`src/rtl/axi_pkg.sv`:
```
// Shared AXI3 encodings, engine state type and response-severity helper.
package axi_pkg;

   localparam logic [1:0] BURST_FIXED = 2'b00;
   localparam logic [1:0] BURST_INCR  = 2'b01;
   localparam logic [1:0] BURST_WRAP  = 2'b10;

   localparam logic [1:0] RESP_OKAY   = 2'b00;
   localparam logic [1:0] RESP_EXOKAY = 2'b01;
   localparam logic [1:0] RESP_SLVERR = 2'b10;
   localparam logic [1:0] RESP_DECERR = 2'b11;

   localparam logic [1:0] LOCK_NORMAL   = 2'b00;
   localparam logic [3:0] CACHE_DEFAULT = 4'b0000;
   localparam logic [2:0] PROT_NORMAL   = 3'b000;

   typedef enum logic [2:0] {
      ST_IDLE,
      ST_AW,
      ST_W,
      ST_B,
      ST_AR,
      ST_R,
      ST_RSP
   } state_e;

   // DECERR outranks SLVERR, which outranks the OKAY family.
   function automatic logic [1:0] respSeverity(input logic [1:0] resp);
      logic [1:0] sev;
      sev = 2'd0;
      if (resp == RESP_DECERR) sev = 2'd2;
      else if (resp == RESP_SLVERR) sev = 2'd1;
      return sev;
   endfunction

   function automatic logic [1:0] worstResp(input logic [1:0] a, input logic [1:0] b);
      return (respSeverity(b) > respSeverity(a)) ? b : a;
   endfunction

endpackage

```
`src/rtl/axi_master_engine_if.sv`:
```
// Bundles the command, data-stream, response and AXI3 channel signals of the engine.
interface axi_master_engine_if #(
   parameter int DATA_WIDTH = 32,
   parameter int ADDR_WIDTH = 32,
   parameter int ID_WIDTH   = 4
);
   localparam int STRB_WIDTH = DATA_WIDTH / 8;

   logic                  cmd_valid;
   logic                  cmd_ready;
   logic                  cmd_write;
   logic [ID_WIDTH-1:0]   cmd_id;
   logic [ADDR_WIDTH-1:0] cmd_addr;
   logic [3:0]            cmd_len;
   logic [2:0]            cmd_size;
   logic [1:0]            cmd_burst;

   logic                  wd_valid;
   logic                  wd_ready;
   logic [DATA_WIDTH-1:0] wd_data;
   logic [STRB_WIDTH-1:0] wd_strb;

   logic                  rd_valid;
   logic                  rd_ready;
   logic [DATA_WIDTH-1:0] rd_data;
   logic                  rd_last;

   logic                  rsp_valid;
   logic                  rsp_ready;
   logic                  rsp_write;
   logic [1:0]            rsp_resp;
   logic                  rsp_err;

   logic [ID_WIDTH-1:0]   awid;
   logic [ADDR_WIDTH-1:0] awaddr;
   logic [3:0]            awlen;
   logic [2:0]            awsize;
   logic [1:0]            awburst;
   logic [1:0]            awlock;
   logic [3:0]            awcache;
   logic [2:0]            awprot;
   logic                  awvalid;
   logic                  awready;

   logic [ID_WIDTH-1:0]   wid;
   logic [DATA_WIDTH-1:0] wdata;
   logic [STRB_WIDTH-1:0] wstrb;
   logic                  wlast;
   logic                  wvalid;
   logic                  wready;

   logic [ID_WIDTH-1:0]   bid;
   logic [1:0]            bresp;
   logic                  bvalid;
   logic                  bready;

   logic [ID_WIDTH-1:0]   arid;
   logic [ADDR_WIDTH-1:0] araddr;
   logic [3:0]            arlen;
   logic [2:0]            arsize;
   logic [1:0]            arburst;
   logic [1:0]            arlock;
   logic [3:0]            arcache;
   logic [2:0]            arprot;
   logic                  arvalid;
   logic                  arready;

   logic [ID_WIDTH-1:0]   rid;
   logic [DATA_WIDTH-1:0] rdata;
   logic [1:0]            rresp;
   logic                  rlast;
   logic                  rvalid;
   logic                  rready;

   modport master (
      input  cmd_valid, cmd_write, cmd_id, cmd_addr, cmd_len, cmd_size, cmd_burst,
      output cmd_ready,
      input  wd_valid, wd_data, wd_strb,
      output wd_ready,
      output rd_valid, rd_data, rd_last,
      input  rd_ready,
      output rsp_valid, rsp_write, rsp_resp, rsp_err,
      input  rsp_ready,
      output awid, awaddr, awlen, awsize, awburst, awlock, awcache, awprot, awvalid,
      input  awready,
      output wid, wdata, wstrb, wlast, wvalid,
      input  wready,
      input  bid, bresp, bvalid,
      output bready,
      output arid, araddr, arlen, arsize, arburst, arlock, arcache, arprot, arvalid,
      input  arready,
      input  rid, rdata, rresp, rlast, rvalid,
      output rready
   );

   modport slave (
      output cmd_valid, cmd_write, cmd_id, cmd_addr, cmd_len, cmd_size, cmd_burst,
      input  cmd_ready,
      output wd_valid, wd_data, wd_strb,
      input  wd_ready,
      input  rd_valid, rd_data, rd_last,
      output rd_ready,
      input  rsp_valid, rsp_write, rsp_resp, rsp_err,
      output rsp_ready,
      input  awid, awaddr, awlen, awsize, awburst, awlock, awcache, awprot, awvalid,
      output awready,
      input  wid, wdata, wstrb, wlast, wvalid,
      output wready,
      output bid, bresp, bvalid,
      input  bready,
      input  arid, araddr, arlen, arsize, arburst, arlock, arcache, arprot, arvalid,
      output arready,
      output rid, rdata, rresp, rlast, rvalid,
      input  rready
   );

endinterface

```
`src/rtl/axi_master_engine.sv`:
```
// Single-outstanding AXI3 master: latches one command, runs AW/W/B or AR/R, reports completion.
module axi_master_engine
   import axi_pkg::*;
#(
   parameter int DATA_WIDTH = 32,
   parameter int ADDR_WIDTH = 32,
   parameter int ID_WIDTH   = 4
) (
   input  logic                aclk,
   input  logic                aresetn,
   axi_master_engine_if.master bus,
   output logic                err_sticky
);

   localparam int STRB_WIDTH = DATA_WIDTH / 8;

   state_e                state_q, state_d;
   logic                  readyEn_q, readyEn_d;
   logic                  write_q, write_d;
   logic [ID_WIDTH-1:0]   id_q, id_d;
   logic [ADDR_WIDTH-1:0] addr_q, addr_d;
   logic [3:0]            len_q, len_d;
   logic [2:0]            size_q, size_d;
   logic [1:0]            burst_q, burst_d;
   logic [3:0]            beatCnt_q, beatCnt_d;
   logic [1:0]            resp_q, resp_d;
   logic                  err_q, err_d;
   logic                  sticky_q, sticky_d;
   logic                  rspErr;
   logic                  lastBeat;

   assign rspErr   = err_q | (resp_q != RESP_OKAY);
   assign lastBeat = (beatCnt_q == len_q);

   // State and datapath registers; reset aborts any burst and clears every latched field.
   always_ff @(posedge aclk) begin
      if (!aresetn) begin
         state_q   <= ST_IDLE;
         readyEn_q <= 1'b0;
         write_q   <= 1'b0;
         id_q      <= '0;
         addr_q    <= '0;
         len_q     <= '0;
         size_q    <= '0;
         burst_q   <= '0;
         beatCnt_q <= '0;
         resp_q    <= RESP_OKAY;
         err_q     <= 1'b0;
         sticky_q  <= 1'b0;
      end else begin
         state_q   <= state_d;
         readyEn_q <= readyEn_d;
         write_q   <= write_d;
         id_q      <= id_d;
         addr_q    <= addr_d;
         len_q     <= len_d;
         size_q    <= size_d;
         burst_q   <= burst_d;
         beatCnt_q <= beatCnt_d;
         resp_q    <= resp_d;
         err_q     <= err_d;
         sticky_q  <= sticky_d;
      end
   end

   // Next-state logic: channel sequencing, beat counting and worst-response merge.
   always_comb begin
      state_d   = state_q;
      readyEn_d = 1'b1;
      write_d   = write_q;
      id_d      = id_q;
      addr_d    = addr_q;
      len_d     = len_q;
      size_d    = size_q;
      burst_d   = burst_q;
      beatCnt_d = beatCnt_q;
      resp_d    = resp_q;
      err_d     = err_q;
      sticky_d  = sticky_q | ((state_q == ST_RSP) & rspErr);
      unique case (state_q)
         ST_IDLE: begin
            if (bus.cmd_valid && readyEn_q) begin
               write_d   = bus.cmd_write;
               id_d      = bus.cmd_id;
               addr_d    = bus.cmd_addr;
               len_d     = bus.cmd_len;
               size_d    = bus.cmd_size;
               burst_d   = bus.cmd_burst;
               beatCnt_d = '0;
               resp_d    = RESP_OKAY;
               err_d     = 1'b0;
               state_d   = bus.cmd_write ? ST_AW : ST_AR;
            end
         end
         ST_AW: begin
            if (bus.awready) state_d = ST_W;
         end
         ST_W: begin
            if (bus.wd_valid && bus.wready) begin
               if (lastBeat) begin
                  beatCnt_d = '0;
                  state_d   = ST_B;
               end else begin
                  beatCnt_d = beatCnt_q + 4'd1;
               end
            end
         end
         ST_B: begin
            if (bus.bvalid) begin
               resp_d = worstResp(resp_q, bus.bresp);
               if (bus.bid != id_q) err_d = 1'b1;
               state_d = ST_RSP;
            end
         end
         ST_AR: begin
            if (bus.arready) state_d = ST_R;
         end
         ST_R: begin
            if (bus.rvalid && bus.rd_ready) begin
               resp_d = worstResp(resp_q, bus.rresp);
               if (bus.rlast != lastBeat) err_d = 1'b1;
               if (lastBeat) begin
                  beatCnt_d = '0;
                  state_d   = ST_RSP;
               end else begin
                  beatCnt_d = beatCnt_q + 4'd1;
               end
            end
         end
         ST_RSP: begin
            if (bus.rsp_ready) state_d = ST_IDLE;
         end
         default: state_d = ST_IDLE;
      endcase
   end

   // Output decode: registered command fields on AW/AR, gated pass-through on the data streams.
   always_comb begin
      bus.cmd_ready = (state_q == ST_IDLE) && readyEn_q;

      bus.awid    = id_q;
      bus.awaddr  = addr_q;
      bus.awlen   = len_q;
      bus.awsize  = size_q;
      bus.awburst = burst_q;
      bus.awlock  = LOCK_NORMAL;
      bus.awcache = CACHE_DEFAULT;
      bus.awprot  = PROT_NORMAL;
      bus.awvalid = (state_q == ST_AW);

      bus.arid    = id_q;
      bus.araddr  = addr_q;
      bus.arlen   = len_q;
      bus.arsize  = size_q;
      bus.arburst = burst_q;
      bus.arlock  = LOCK_NORMAL;
      bus.arcache = CACHE_DEFAULT;
      bus.arprot  = PROT_NORMAL;
      bus.arvalid = (state_q == ST_AR);

      bus.wid      = id_q;
      bus.wdata    = (state_q == ST_W) ? bus.wd_data : {DATA_WIDTH{1'b0}};
      bus.wstrb    = (state_q == ST_W) ? bus.wd_strb : {STRB_WIDTH{1'b0}};
      bus.wlast    = (state_q == ST_W) && lastBeat;
      bus.wvalid   = (state_q == ST_W) && bus.wd_valid;
      bus.wd_ready = (state_q == ST_W) && bus.wready;

      bus.bready = (state_q == ST_B);

      bus.rd_valid = (state_q == ST_R) && bus.rvalid;
      bus.rd_data  = (state_q == ST_R) ? bus.rdata : {DATA_WIDTH{1'b0}};
      bus.rd_last  = (state_q == ST_R) && lastBeat;
      bus.rready   = (state_q == ST_R) && bus.rd_ready;

      bus.rsp_valid = (state_q == ST_RSP);
      bus.rsp_write = write_q;
      bus.rsp_resp  = resp_q;
      bus.rsp_err   = rspErr;

      err_sticky = sticky_q | ((state_q == ST_RSP) & rspErr);
   end

endmodule

```
`src/flat_wrapper.sv`:
```
// flat-port wrapper written by rule: the top's interface ports become plain ports
module axi_master_engine_flat import axi_pkg::*;
#(
   parameter int DATA_WIDTH = 32,
   parameter int ADDR_WIDTH = 32,
   parameter int ID_WIDTH   = 4
)
  (aclk, aresetn, err_sticky, bus_cmd_valid, bus_cmd_write, bus_cmd_id, bus_cmd_addr, bus_cmd_len, bus_cmd_size, bus_cmd_burst, bus_cmd_ready, bus_wd_valid, bus_wd_data, bus_wd_strb, bus_wd_ready, bus_rd_valid, bus_rd_data, bus_rd_last, bus_rd_ready, bus_rsp_valid, bus_rsp_write, bus_rsp_resp, bus_rsp_err, bus_rsp_ready, bus_awid, bus_awaddr, bus_awlen, bus_awsize, bus_awburst, bus_awlock, bus_awcache, bus_awprot, bus_awvalid, bus_awready, bus_wid, bus_wdata, bus_wstrb, bus_wlast, bus_wvalid, bus_wready, bus_bid, bus_bresp, bus_bvalid, bus_bready, bus_arid, bus_araddr, bus_arlen, bus_arsize, bus_arburst, bus_arlock, bus_arcache, bus_arprot, bus_arvalid, bus_arready, bus_rid, bus_rdata, bus_rresp, bus_rlast, bus_rvalid, bus_rready);
  axi_master_engine_if #(.DATA_WIDTH(DATA_WIDTH), .ADDR_WIDTH(ADDR_WIDTH), .ID_WIDTH(ID_WIDTH)) bus_i ();
  input  logic aclk;
  input  logic aresetn;
  output logic err_sticky;
  input wire logic [$bits(bus_i.cmd_valid)-1:0] bus_cmd_valid;
  input wire logic [$bits(bus_i.cmd_write)-1:0] bus_cmd_write;
  input wire logic [$bits(bus_i.cmd_id)-1:0] bus_cmd_id;
  input wire logic [$bits(bus_i.cmd_addr)-1:0] bus_cmd_addr;
  input wire logic [$bits(bus_i.cmd_len)-1:0] bus_cmd_len;
  input wire logic [$bits(bus_i.cmd_size)-1:0] bus_cmd_size;
  input wire logic [$bits(bus_i.cmd_burst)-1:0] bus_cmd_burst;
  output wire logic [$bits(bus_i.cmd_ready)-1:0] bus_cmd_ready;
  input wire logic [$bits(bus_i.wd_valid)-1:0] bus_wd_valid;
  input wire logic [$bits(bus_i.wd_data)-1:0] bus_wd_data;
  input wire logic [$bits(bus_i.wd_strb)-1:0] bus_wd_strb;
  output wire logic [$bits(bus_i.wd_ready)-1:0] bus_wd_ready;
  output wire logic [$bits(bus_i.rd_valid)-1:0] bus_rd_valid;
  output wire logic [$bits(bus_i.rd_data)-1:0] bus_rd_data;
  output wire logic [$bits(bus_i.rd_last)-1:0] bus_rd_last;
  input wire logic [$bits(bus_i.rd_ready)-1:0] bus_rd_ready;
  output wire logic [$bits(bus_i.rsp_valid)-1:0] bus_rsp_valid;
  output wire logic [$bits(bus_i.rsp_write)-1:0] bus_rsp_write;
  output wire logic [$bits(bus_i.rsp_resp)-1:0] bus_rsp_resp;
  output wire logic [$bits(bus_i.rsp_err)-1:0] bus_rsp_err;
  input wire logic [$bits(bus_i.rsp_ready)-1:0] bus_rsp_ready;
  output wire logic [$bits(bus_i.awid)-1:0] bus_awid;
  output wire logic [$bits(bus_i.awaddr)-1:0] bus_awaddr;
  output wire logic [$bits(bus_i.awlen)-1:0] bus_awlen;
  output wire logic [$bits(bus_i.awsize)-1:0] bus_awsize;
  output wire logic [$bits(bus_i.awburst)-1:0] bus_awburst;
  output wire logic [$bits(bus_i.awlock)-1:0] bus_awlock;
  output wire logic [$bits(bus_i.awcache)-1:0] bus_awcache;
  output wire logic [$bits(bus_i.awprot)-1:0] bus_awprot;
  output wire logic [$bits(bus_i.awvalid)-1:0] bus_awvalid;
  input wire logic [$bits(bus_i.awready)-1:0] bus_awready;
  output wire logic [$bits(bus_i.wid)-1:0] bus_wid;
  output wire logic [$bits(bus_i.wdata)-1:0] bus_wdata;
  output wire logic [$bits(bus_i.wstrb)-1:0] bus_wstrb;
  output wire logic [$bits(bus_i.wlast)-1:0] bus_wlast;
  output wire logic [$bits(bus_i.wvalid)-1:0] bus_wvalid;
  input wire logic [$bits(bus_i.wready)-1:0] bus_wready;
  input wire logic [$bits(bus_i.bid)-1:0] bus_bid;
  input wire logic [$bits(bus_i.bresp)-1:0] bus_bresp;
  input wire logic [$bits(bus_i.bvalid)-1:0] bus_bvalid;
  output wire logic [$bits(bus_i.bready)-1:0] bus_bready;
  output wire logic [$bits(bus_i.arid)-1:0] bus_arid;
  output wire logic [$bits(bus_i.araddr)-1:0] bus_araddr;
  output wire logic [$bits(bus_i.arlen)-1:0] bus_arlen;
  output wire logic [$bits(bus_i.arsize)-1:0] bus_arsize;
  output wire logic [$bits(bus_i.arburst)-1:0] bus_arburst;
  output wire logic [$bits(bus_i.arlock)-1:0] bus_arlock;
  output wire logic [$bits(bus_i.arcache)-1:0] bus_arcache;
  output wire logic [$bits(bus_i.arprot)-1:0] bus_arprot;
  output wire logic [$bits(bus_i.arvalid)-1:0] bus_arvalid;
  input wire logic [$bits(bus_i.arready)-1:0] bus_arready;
  input wire logic [$bits(bus_i.rid)-1:0] bus_rid;
  input wire logic [$bits(bus_i.rdata)-1:0] bus_rdata;
  input wire logic [$bits(bus_i.rresp)-1:0] bus_rresp;
  input wire logic [$bits(bus_i.rlast)-1:0] bus_rlast;
  input wire logic [$bits(bus_i.rvalid)-1:0] bus_rvalid;
  output wire logic [$bits(bus_i.rready)-1:0] bus_rready;
  assign bus_i.cmd_valid = bus_cmd_valid;
  assign bus_i.cmd_write = bus_cmd_write;
  assign bus_i.cmd_id = bus_cmd_id;
  assign bus_i.cmd_addr = bus_cmd_addr;
  assign bus_i.cmd_len = bus_cmd_len;
  assign bus_i.cmd_size = bus_cmd_size;
  assign bus_i.cmd_burst = bus_cmd_burst;
  assign bus_cmd_ready = bus_i.cmd_ready;
  assign bus_i.wd_valid = bus_wd_valid;
  assign bus_i.wd_data = bus_wd_data;
  assign bus_i.wd_strb = bus_wd_strb;
  assign bus_wd_ready = bus_i.wd_ready;
  assign bus_rd_valid = bus_i.rd_valid;
  assign bus_rd_data = bus_i.rd_data;
  assign bus_rd_last = bus_i.rd_last;
  assign bus_i.rd_ready = bus_rd_ready;
  assign bus_rsp_valid = bus_i.rsp_valid;
  assign bus_rsp_write = bus_i.rsp_write;
  assign bus_rsp_resp = bus_i.rsp_resp;
  assign bus_rsp_err = bus_i.rsp_err;
  assign bus_i.rsp_ready = bus_rsp_ready;
  assign bus_awid = bus_i.awid;
  assign bus_awaddr = bus_i.awaddr;
  assign bus_awlen = bus_i.awlen;
  assign bus_awsize = bus_i.awsize;
  assign bus_awburst = bus_i.awburst;
  assign bus_awlock = bus_i.awlock;
  assign bus_awcache = bus_i.awcache;
  assign bus_awprot = bus_i.awprot;
  assign bus_awvalid = bus_i.awvalid;
  assign bus_i.awready = bus_awready;
  assign bus_wid = bus_i.wid;
  assign bus_wdata = bus_i.wdata;
  assign bus_wstrb = bus_i.wstrb;
  assign bus_wlast = bus_i.wlast;
  assign bus_wvalid = bus_i.wvalid;
  assign bus_i.wready = bus_wready;
  assign bus_i.bid = bus_bid;
  assign bus_i.bresp = bus_bresp;
  assign bus_i.bvalid = bus_bvalid;
  assign bus_bready = bus_i.bready;
  assign bus_arid = bus_i.arid;
  assign bus_araddr = bus_i.araddr;
  assign bus_arlen = bus_i.arlen;
  assign bus_arsize = bus_i.arsize;
  assign bus_arburst = bus_i.arburst;
  assign bus_arlock = bus_i.arlock;
  assign bus_arcache = bus_i.arcache;
  assign bus_arprot = bus_i.arprot;
  assign bus_arvalid = bus_i.arvalid;
  assign bus_i.arready = bus_arready;
  assign bus_i.rid = bus_rid;
  assign bus_i.rdata = bus_rdata;
  assign bus_i.rresp = bus_rresp;
  assign bus_i.rlast = bus_rlast;
  assign bus_i.rvalid = bus_rvalid;
  assign bus_rready = bus_i.rready;
  axi_master_engine #(.DATA_WIDTH(DATA_WIDTH), .ADDR_WIDTH(ADDR_WIDTH), .ID_WIDTH(ID_WIDTH)) u_core (.aclk(aclk), .aresetn(aresetn), .bus(bus_i), .err_sticky(err_sticky));
endmodule
```
`config.mk`:
```
export PLATFORM = sky130hd
export DESIGN_NAME = axi_master_engine_flat
export DESIGN_NICKNAME = d
export VERILOG_FILES = /design/src/rtl/axi_pkg.sv /design/src/rtl/axi_master_engine_if.sv /design/src/rtl/axi_master_engine.sv /design/src/flat_wrapper.sv
export SDC_FILE = /design/constraint.sdc
export NUM_CORES = 1
export LEC_CHECK = 0
export BUFFER_PORTS_ARGS = -buffer_cell sky130_fd_sc_hd__clkbuf_2
export CORE_AREA = 4 4 128 130
export CTS_BUF_LIST = sky130_fd_sc_hd__clkbuf_2 sky130_fd_sc_hd__clkbuf_4 sky130_fd_sc_hd__clkbuf_8
export DETAILED_ROUTE_END_ITERATION = 12
export DIE_AREA = 0 0 132 134
export GPL_ROUTABILITY_DRIVEN = 0
export PLACE_DENSITY = 0.53
export SYNTH_ARGS = -nofsm -noshare
export SYNTH_HDL_FRONTEND = slang
export SYNTH_SLANG_ARGS = --single-unit
```
`constraint.sdc`:
```
create_clock -name aclk -period 2.25 [get_ports aclk]
set_clock_uncertainty 0.1 [all_clocks]
set_input_delay 0 -clock aclk [delete_from_list [all_inputs] [get_ports aclk]]
set_output_delay 0 -clock aclk [all_outputs]
set_load 0.02 [all_outputs]
```
==> metrics.csv <==
stage,metric,value,unit
run_status,outcome,"finished, final reports clean",
synth,ys_ff_latch,58,
power_and_ir_drop,p_leak,0.00303,µW
synth,syn_area,3560,µm²
sta,fin_ws,0.299,ns
clocking,cts_max_level,3,
synth,ys_seq_area_share,32.6,%
placement,post-place-ws,0.330,ns
final_layout,n_antenna_cell,0,
sta,max_slew.worst_pin.slew,0.511,ns
die,dieWidth,132,µm
global_routing,grt_max_degree,47,
power_and_ir_drop,swShare,42.9,%
synth,synth_edf_count,0,
critical_path,critical_path_class,reg -> out,
critical_path,crit_chain,"and3b_4, buf_4, and2_1, clkbuf_2",
synth,synth_compound_area_share,13.1,%
critical_path,start_kind,flip-flop,
power_and_ir_drop,p_comb_share,48.2,%
sta,hold_slack,0.0235,ns
synth,yosys-mux-area-fraction,0.563,%
synth,synth_cells,474,
synth,synth_fa_ha_area_share,1.76,%
clocking,post_cts_resized,0,
clocking,clk_pin_slew,0.07,ns
synth,synth_top_family_by_area,simple AND/OR/NAND/NOR gates,
final_layout,syn_to_final_growth,57.5,%
power_and_ir_drop,power.density,787,nW/µm²
synth,avgSynthCellArea,7.50,µm²
sta,hold_viol,0,
power_and_ir_drop,pwr-share-seq,29.7,%
critical_path,required,2.15,ns
final_layout,final_util,37.0,%
synth,synth_flop_cell,dfxtp_1,
die,start_util,23.5,%
clocking,clk_latency,0.34,ns
run,drv_cap,0,
route,drt_iter0_drc,152,
route,avgViaCountPerCell,4.17,
power_and_ir_drop,ir_drop,0.360,mV
clocking,clockBufferDepth,2,
critical_path,crit_path_end_kind,output port,
critical_path,critPathArrivalTime,1.85,ns
synth,synth_top_area_cell,dfxtp_1,
synth,synthSimpleGateAreaFrac,31.3,%
global_routing,grt_remaining_overflow,0,
die,die-area,17700,µm²
power_and_ir_drop,cellInternalPower,2520,µW
die,num_io_pins,334,
clocking,clock_sinks,58,
synth,synth_area_leaders,"dfxtp_1, buf_4, nand2_1",
critical_path,ff2ff_path_depth,5,
critical_path,critPathSlowestCell,dfxtp_1,
die,fp.coreArea,15100,µm²
power_and_ir_drop,p_clk_share,22.1,%
critical_path,cpLargestDelayFamily,flip-flops,
final_layout,num-fill-cells,1596,
clocking,root_buffer,clkbuf_8,
hold_path,whs_path_depth,3,
route,via_count,4057,
critical_path,max_stage_delay,0.55,ns
critical_path,worst-path-stages,4,
sta,period_needed,1.95,ns
hold_path,hold_class,in -> reg,
critical_path,crit_fanout,39,
synth,synth_top_area_share,32.6,%
final_layout,fin_nets,923,
route,drc,0,
die,fp-row-count,45,
placement,dp_hpwl,10.4,mm
sta,finalSetupViolations,0,
global_routing,grt_pass1_vias,3909,
sta,drv_slew,0,
power_and_ir_drop,p_sw,1890,µW
global_routing,antenna_found_initial,0,
route,ant_nets,0,
die,die_h,134,µm
synth,yosys_warnings,0,
global_routing,groute.usage.overall,14.6,%
placement,port_buffers,311,
sta,grt_setup_unrepaired,no,
critical_path,worst-path-buf-inv,2,
clocking,cts_buffers,9,
final_layout,drive_above_1_share,44.4,%
sta,maxSlewHeadroom,65.9,%
synth,yosys.area_share.xor_xnor,2.22,%
global_routing,grt_pass1_wl,21.0,mm
synth,ys_async_sr_fraction,0,%
sta,max_freq,513,MHz
clocking,cts_tree,done,
sta,fin_setup_tns,0,ns
route,dr.pass1.iters,4,
synth,synth_cell_types,44,
route,wl_per_cell,14.0,µm
route,totalWireLength,13.6,mm
sta,period_share,86.7,%
[power groups by stage]
stage	Clock [µW]	Combinational [µW]	Sequential, µW
detailed placement	0	2070	1330
floorplan	0	1390	1420
global route	1080	2330	1340
finish	974	2130	1310
CTS	1030	2150	1310
global placement	0	2070	1330
[layout make-up]
type	count	area [µm²]	share of cell area [%]
timing repair buffer	376	2190	39.0
multi-input combinational	331	1810	32.4
sequential	58	1160	20.7
tap	188	235	4.20
clock buffer	12	153	2.72
clock inverter	3	40.0	0.714
inverter	4	15.0	0.268
[layer usage]
layer	wire, µm	global-route usage (%)
met1	6080	18.9
met2	6440	23.9
met3	1010	4.88
met4	114	2.51
met5	0	0
[state kept, by name (all words and copies together) (netlist names), 2 cells and up]
signal               flops
u_core.beatCnt_q         4
u_core.bus.araddr       32
u_core.bus.arburst       2
u_core.bus.arid          4
u_core.bus.arsize        3
u_core.bus.rsp_resp      2
u_core.bus.arlen         4
u_core.state_q           3
[worst min-delay path: stages]
cell	delay (ns)
clkbuf_2	0.10
a22oi_1	0.20
a311oi_1	0.11
[cells in the mapped netlist (4+ instances only)]
library cell / count
inv_1: 4
nand2_1: 106
nor2_1: 6
and3_1: 39
dfxtp_1: 58
buf_2: 6
xnor2_1: 7
buf_4: 68
and2_1: 40
a21oi_1: 53
nor3_1: 5
nand3_1: 6
nor2b_1: 5
clkbuf_1: 23
ha_1: 5
[kinds of logic (layout without fill, tap and decap cells)]
family	count (synthesis)	in the layout
other	1	18
flip-flops	58	58
AND/OR/NAND/NOR	222	222
AO/OA/AOI/OAI	75	75
buffers and inverters	102	395
adder cells (fa/ha/maj)	5	5
XOR/XNOR	9	9
multiplexers	2	2
[final timing paths]
path / to / slack [ns] / startpoint
max: bus_rd_data[3] / 0.30 / u_core.state_q[2]$_SDFFE_PN0P_
min: u_core.bus.rsp_resp[1]$_SDFFE_PN0P_ / 0.02 / bus_rresp[1]
max reg2reg: u_core.bus.rsp_resp[1]$_SDFFE_PN0P_ / 0.31 / u_core.state_q[2]$_SDFFE_PN0P_
min reg2reg: u_core.bus.rsp_write$_SDFFE_PN0P_ / 0.36 / u_core.bus.rsp_write$_SDFFE_PN0P_
[cell usage in the layout (no fill, tap or decap), types with 3 or more instances in the layout]
| cell | n |
|---|---|
| clkbuf_2 | 311 |
| nand2_1 | 106 |
| dfxtp_1 | 58 |
| a21oi_1 | 53 |
| dlygate4sd3_1 | 52 |
| and2_1 | 40 |
| and3_1 | 38 |
| conb_1 | 18 |
| buf_4 | 12 |
| clkbuf_8 | 10 |
| xnor2_1 | 7 |
| nor2_1 | 6 |
| nor3_1 | 5 |
| nor2b_1 | 5 |
| nand3_1 | 5 |
| ha_1 | 5 |
| inv_1 | 3 |
| nand2b_1 | 3 |
| o21ai_0 | 3 |
| a22oi_1 | 3 |
| a311oi_1 | 3 |
[repair_timing]
action | 4_1_cts | 5_1_grt
buffers inserted | 0 | 0
hold buffers | 52 | 0
setup endpoints to repair | 0 | 0
hold endpoints to repair | 55 | 0
[per-stage QoR]
stage / cell area (µm²) / total power [µW] / cells
2_1_floorplan: 3620 / 2810 / 491
3_3_place_gp: 4890 / 3400 / 905
3_5_place_dp: 4890 / 3400 / 905
4_1_cts: 5600 / 4480 / 972
5_1_grt: 5600 / 4740 / 972
6_report: 5600 / 4410 / 972
(Power assumes the default switching activity.)
